`src/rtl/multi_sync_debounce.sv`:
```
// ---------------------------------------------------------------------------
// multi_sync_debounce
//   Multi-channel synchroniser + debounce filter for asynchronous level
//   inputs (buttons, switches, flags from foreign clock domains). Each
//   channel passes through an N-flop metastability chain. It then passes a
//   counter filter that only accepts a new level after DEBOUNCE_CYCLES
//   consecutive cycles of disagreement with the current output. Registered
//   single-cycle rise/fall pulses mark every accepted change.
//
// Ports
//   dst_clk     in   1      destination clock, rising edge
//   rstn        in   1      asynchronous active-low reset
//   async_in    in   WIDTH  asynchronous level inputs
//   sync_out    out  WIDTH  synchronised, debounced levels
//   rise_pulse  out  WIDTH  one-cycle pulse when sync_out[i] goes 0->1
//   fall_pulse  out  WIDTH  one-cycle pulse when sync_out[i] goes 1->0
//   changed     out  1      OR of all pulse bits, registered with them
// ---------------------------------------------------------------------------
module multi_sync_debounce #(
  parameter int               WIDTH           = 4,
  parameter int               SYNC_STAGES     = 2,
  parameter int               DEBOUNCE_CYCLES = 4,
  parameter logic [WIDTH-1:0] RESET_VAL       = '0
) (
  input  logic             dst_clk,
  input  logic             rstn,
  input  logic [WIDTH-1:0] async_in,
  output logic [WIDTH-1:0] sync_out,
  output logic [WIDTH-1:0] rise_pulse,
  output logic [WIDTH-1:0] fall_pulse,
  output logic             changed
);

  localparam int             CW      = $clog2(DEBOUNCE_CYCLES + 1);
  localparam logic [CW-1:0]  CNT_MAX = CW'(DEBOUNCE_CYCLES - 1);

  // Elaboration-time parameter sanity checks.
  if (SYNC_STAGES < 2) begin : g_bad_sync_stages
    $error("multi_sync_debounce: SYNC_STAGES must be >= 2");
  end
  if (DEBOUNCE_CYCLES < 1) begin : g_bad_debounce_cycles
    $error("multi_sync_debounce: DEBOUNCE_CYCLES must be >= 1");
  end

  // -------------------------------------------------------------------------
  // Metastability chain: flop-to-flop only, no logic between stages, so the
  // placer can keep each chain tightly packed.
  // -------------------------------------------------------------------------
  (* ASYNC_REG = "TRUE" *) logic [WIDTH-1:0] chain [SYNC_STAGES];
  logic [WIDTH-1:0] synced;

  // NOTE: this array is a handful of flops, not a RAM, so resetting every
  // entry is cheap and keeps the chain from holding stale levels after reset.
  always_ff @(posedge dst_clk or negedge rstn) begin
    if (!rstn) begin
      for (int s = 0; s < SYNC_STAGES; s++) chain[s] <= RESET_VAL;
    end else begin
      chain[0] <= async_in;
      for (int s = 1; s < SYNC_STAGES; s++) chain[s] <= chain[s-1];
    end
  end

  assign synced = chain[SYNC_STAGES-1];

  // -------------------------------------------------------------------------
  // Debounce filter. A channel's counter runs only while synced disagrees
  // with sync_out; a single agreeing cycle clears it, so only an unbroken
  // run of DEBOUNCE_CYCLES mismatches is accepted.
  // -------------------------------------------------------------------------
  logic [CW-1:0]    cnt [WIDTH];
  logic [WIDTH-1:0] mismatch;
  logic [WIDTH-1:0] update;

  // NOTE: every combinational output gets a default before the loop so no
  // path leaves it unassigned, which would otherwise infer a latch.
  always_comb begin
    mismatch = synced ^ sync_out;
    update   = '0;
    for (int i = 0; i < WIDTH; i++) begin
      update[i] = mismatch[i] && (cnt[i] == CNT_MAX);
    end
  end

  // NOTE: state is updated with non-blocking assignments so every flop
  // samples the pre-edge values regardless of statement order.
  always_ff @(posedge dst_clk or negedge rstn) begin
    if (!rstn) begin
      for (int i = 0; i < WIDTH; i++) cnt[i] <= '0;
      sync_out   <= RESET_VAL;
      rise_pulse <= '0;
      fall_pulse <= '0;
      changed    <= 1'b0;
    end else begin
      for (int i = 0; i < WIDTH; i++) begin
        if (!mismatch[i] || update[i]) cnt[i] <= '0;
        else                           cnt[i] <= cnt[i] + CW'(1);
      end
      // Pulses come from the same update term that moves sync_out, so they
      // are aligned with the new level and last exactly one cycle.
      sync_out   <= (sync_out & ~update) | (synced & update);
      rise_pulse <= update &  synced;
      fall_pulse <= update & ~synced;
      changed    <= |update;
    end
  end

endmodule

```
`config.mk`:
```
export PLATFORM = sky130hd
export DESIGN_NAME = multi_sync_debounce
export DESIGN_NICKNAME = d
export VERILOG_FILES = /design/src/rtl/multi_sync_debounce.sv
export SDC_FILE = /design/constraint.sdc
export NUM_CORES = 1
export LEC_CHECK = 0
export CAP_MARGIN = 25
export CORE_ASPECT_RATIO = 1.2
export CORE_MARGIN = 3
export CORE_UTILIZATION = 51
export CTS_CLUSTER_SIZE = 16
export DETAILED_ROUTE_END_ITERATION = 6
export PLACE_DENSITY = 0.89
export SLEW_MARGIN = 20
export SYNTH_ARGS = -nofsm -noshare
export SYNTH_HDL_FRONTEND = slang
export SYNTH_SLANG_ARGS = --single-unit
```
`constraint.sdc`:
```
create_clock -name dst_clk -period 1.49 [get_ports dst_clk]
set_input_delay 0.149 -clock dst_clk [delete_from_list [all_inputs] [get_ports dst_clk]]
set_output_delay 0.149 -clock dst_clk [all_outputs]
set_load 0.005 [all_outputs]
```
**Yosys cells after proc, flatten, opt, wreduce, memory -nomap -nowiden**

Cells that the tools add are included.
W data, S select, Z words.

- Reductions and logical operators: 13
- Add/sub/neg operators: 4
- Bitwise operators: 7
- Magnitude comparators: 0
- Equality and inequality tests: 4
- Div/mod/pow operators: 0
- Multipliers: 0
- Shift-type cells: 0
- Mux-type cells: 4

Operator list:

| cell | count |
|---|---|
| $add A3 B1 Y3 const B | 4 |
| $and A4 B4 Y4 | 3 |
| $eq A3 B2 Y1 const B | 4 |
| $mux W3 | 4 |
| $not A4 Y4 | 2 |
| $logic_and A1 B1 Y1 | 4 |
| $logic_not A1 Y1 | 4 |
| $logic_or A1 B1 Y1 | 4 |
| $or A4 B4 Y4 | 1 |
| $reduce_or A4 Y1 | 1 |
| $xor A4 B4 Y4 | 1 |

- Memory bits (read-only): 0
- Register bits: 33
- Word-level logic and storage cells: 42
- Memories: 0
- RAM bits: 0
- Input bits: 6
- Output and inout port bits: 13
- Bits in latches: 0

**Longest topological paths before layout**

- Depth in word-level cells: 5
- Gate-level depth with buffers: 4
- Mapped depth without buffers: 4

**Worst setup path before layout**

OpenSTA, ideal clock, no wires.

- Path type: register -> register
- Start: register cnt[0] (netlist bit)
- End: register with a tool-made name
- Arrival: 1062 ps
- Path slack: 300 ps
- Data required time: 1362 ps
- Clock period less this slack: 1190 ps
- Buffers on the path: 0
- Setup time: 128 ps
- Stages on the path, launching flop included: 4
- Cell sequence: dfrtp_1 > ha_1 > ha_1 > mux2_1

RTL lines:

| item | line | text |
|---|---|---|
| start, declared | 70 | `logic [CW-1:0] cnt [WIDTH];` |
| start signal, assigned by index | 96 | `else cnt[i] <= cnt[i] + CW'(1);` |

==> run summary <==
Worst path buffer plus inverter count: 1
Worst clock skew: 0.00936 ns
Hold Violations, Final: 0
Worst path max stage delay: 0.53 ns
ANT cells: 0
Syn nets: 105
Yosys cell types: 13
Seq cells post-synth: 33
Sw power: 715 uW
P_int: 1.73 mW
HPWL Detailed: 1290 um
Rows: 18
Total chip power: 2.44 mW
Placed inst area: 1410 um2
Placed insts: 140
Starting Density: 55.3%
F_max: 705 MHz
Yosys warning count: 0
Routed length per instance: 11.7 um
Die width: 50.0 um
CTS H-tree depth: 2
Total Wirelength: 1760 um
Most frequent cells after synthesis: dfrtp_1 (33), nor2_1 (17), inv_1 (10)
Via-to-Cell Ratio: 4.73
Leak pwr: 0.742 nW
Sw Ratio: 29.3%
Worst Path Class, Setup: reg -> out
Number of detailed-route iterations in the first pass: 4
CP arrival: 1.27 ns
Final Instance Count excl. Fillers: 150
Number of enable flip-flop cells after synthesis: 0
Die Y-Extent: 58.8 um
Max-cap violations: 0
HP Class: in -> async
Worst-margin pin slew: 0.387 ns
Layout cells sized above 1: 10.0%
FF-to-FF setup slack: 0.21 ns
Status: finished, final reports clean
Placer Congestion: 0.752
Pwr per Cell Area: 1640 nW/um2
Slowest cell on the critical path: clkdlybuf4s50_1
Residual DRC: 0
Seq/Total Area, Yosys: 69.8%
Worst setup SP type: flip-flop
Antenna violation net count after detailed routing: 0
Initial antenna violation count: 0
Core ar.: 2140 um2
Crit-path leading delay family: buffers and inverters
Setup bufs post-CTS: 0
Reg clk slew, reported paths: 0.10 ns
Gate count of the mapped netlist: 91
# fillers: 138
Sequential Power Share: 49.7%
All-Layer GR Usage: 13.9%
Asr flop ratio synth: 100%
Slew HR: 74.2%
Fin area: 1490 um2
Final hold slack: 0.259 ns
Comb power frac: 28.0%
Clock period minus worst slack: 1.42 ns
Area share of the largest cell type after synthesis: 69.8%
CP max FO: 4
Layout area overhead: 26.2%
# hold bufs at CTS: 0
First-pass GRT wire length: 2810 um
Crit share post-route: 95.3%
Clock power frac: 22.3%
# port buffers: 18
Via count: 710
Yosys top cell by area: dfrtp_1
Most numerous cell in the Yosys netlist: dfrtp_1
Area of the mapped netlist: 1180 um2
Worst skew pair latency: 0.32 ns
Crit. End Element: primary output
Final setup vio count: 0
CTS tree: done
Req. time, crit path: 1.34 ns
Ports: 19
Mapped Avg Cell Area: 13.0 um2
Largest net degree at the start of global routing: 34
RSZ-0062 raised after global routing: false
Synth top area cells: dfrtp_1 (70%), ha_1 (8.5%), nor2_1 (5.4%), inv_1 (3.2%), xor2_1 (3.0%)
CTS buffer count: 5
Clk Tree Root Cell: clkbuf_4
GR Overflow Total: 0
Setup TNS: 0 ns
Slew Limit Fails: 0
Vias in the first global route: 691
CTS resizes: 0
Crit-path cells: clkdlybuf4s50_1
Final-stage net count: 133
Die area: 2940 um2
DRT iter0 DRCs: 4
Clock Tree Buf Depth: 2
Maximum VDD drop: 1070 uV
CTS Sinks: 33
Main flop type after synthesis: dfrtp_1
## cell usage in the layout, fill, tap and decap left out, drive strengths merged
cell and count:
nor2 17, clkinv 1, and3b 2, buf 3
clkdlybuf4s50 18, inv 10, nor3b 1, xor2 4
clkbuf 7, mux2 2, nand2 6, nand2b 4
dfrtp 33, ha 8, a22oi 2, o21ai 2
## power by group through the flow
stage	logic, mW	clock network [mW]	registers (mW)
3_3_place_gp	0.589	0	1.22
4_1_cts	0.650	0.560	1.23
3_5_place_dp	0.644	0	1.25
2_1_floorplan	0.355	0	1.23
5_1_grt	0.776	0.612	1.24
6_report	0.684	0.544	1.21
## per-layer routing
layer,share of wire [%],GRT usage [%],vias to the layer above
met4,2.2,10.7,0
met1,36,11.5,344
met2,57,26.1,20
met3,4.5,4.81,4
li1,-,-,342
met5,0,0,-
## layout make-up
| type | instances | area, um2 | area share [%] |
|---|---|---|---|
| flip-flops and latches | 33 | 826 | 55.3 |
| repair buffers | 21 | 203 | 13.6 |
| well taps | 30 | 37.5 | 2.51 |
| clock inverters | 1 | 5.00 | 0.335 |
| inverters | 10 | 37.5 | 2.51 |
| multi-input cells | 48 | 320 | 21.4 |
| clock buffers | 7 | 65.1 | 4.36 |
## cells by family after synthesis
family | count (synthesis) | share of synthesized area, %
adders and majority gates | 8 | 8.46
buffers and inverters | 10 | 3.17
xor gates and xnor gates | 4 | 2.96
muxes | 2 | 1.90
AOI/OAI and AO/OA | 4 | 2.11
and+or+nand+nor | 30 | 11.6
DFF | 33 | 69.8
## final timing paths
path / startpoint / cells after the start / endpoint
hold / removal: rstn / 2 / fall_pulse[1]
min in group dst_clk: async_in[3] / 1 / chain[7]
setup reg to reg: cnt[6] / 4 / changed
hold reg to reg: chain[7] / 0 / synced[3]
setup / recovery: flip-flop / 1 / sync_out[1]
max in group asynchronous: rstn / 2 / rise_pulse[3]
## metrics by stage
stage / setup slack, ns / utilization (%)
finish: 0.0707 / 69.8
global route: 0.00484 / 69.8
CTS: 0.00945 / 69.1
detailed placement: 0.222 / 65.8
global placement: 0.279 / 65.8
floorplan: 0.300 / -
Note: power is estimated with default switching activity, not from simulation.
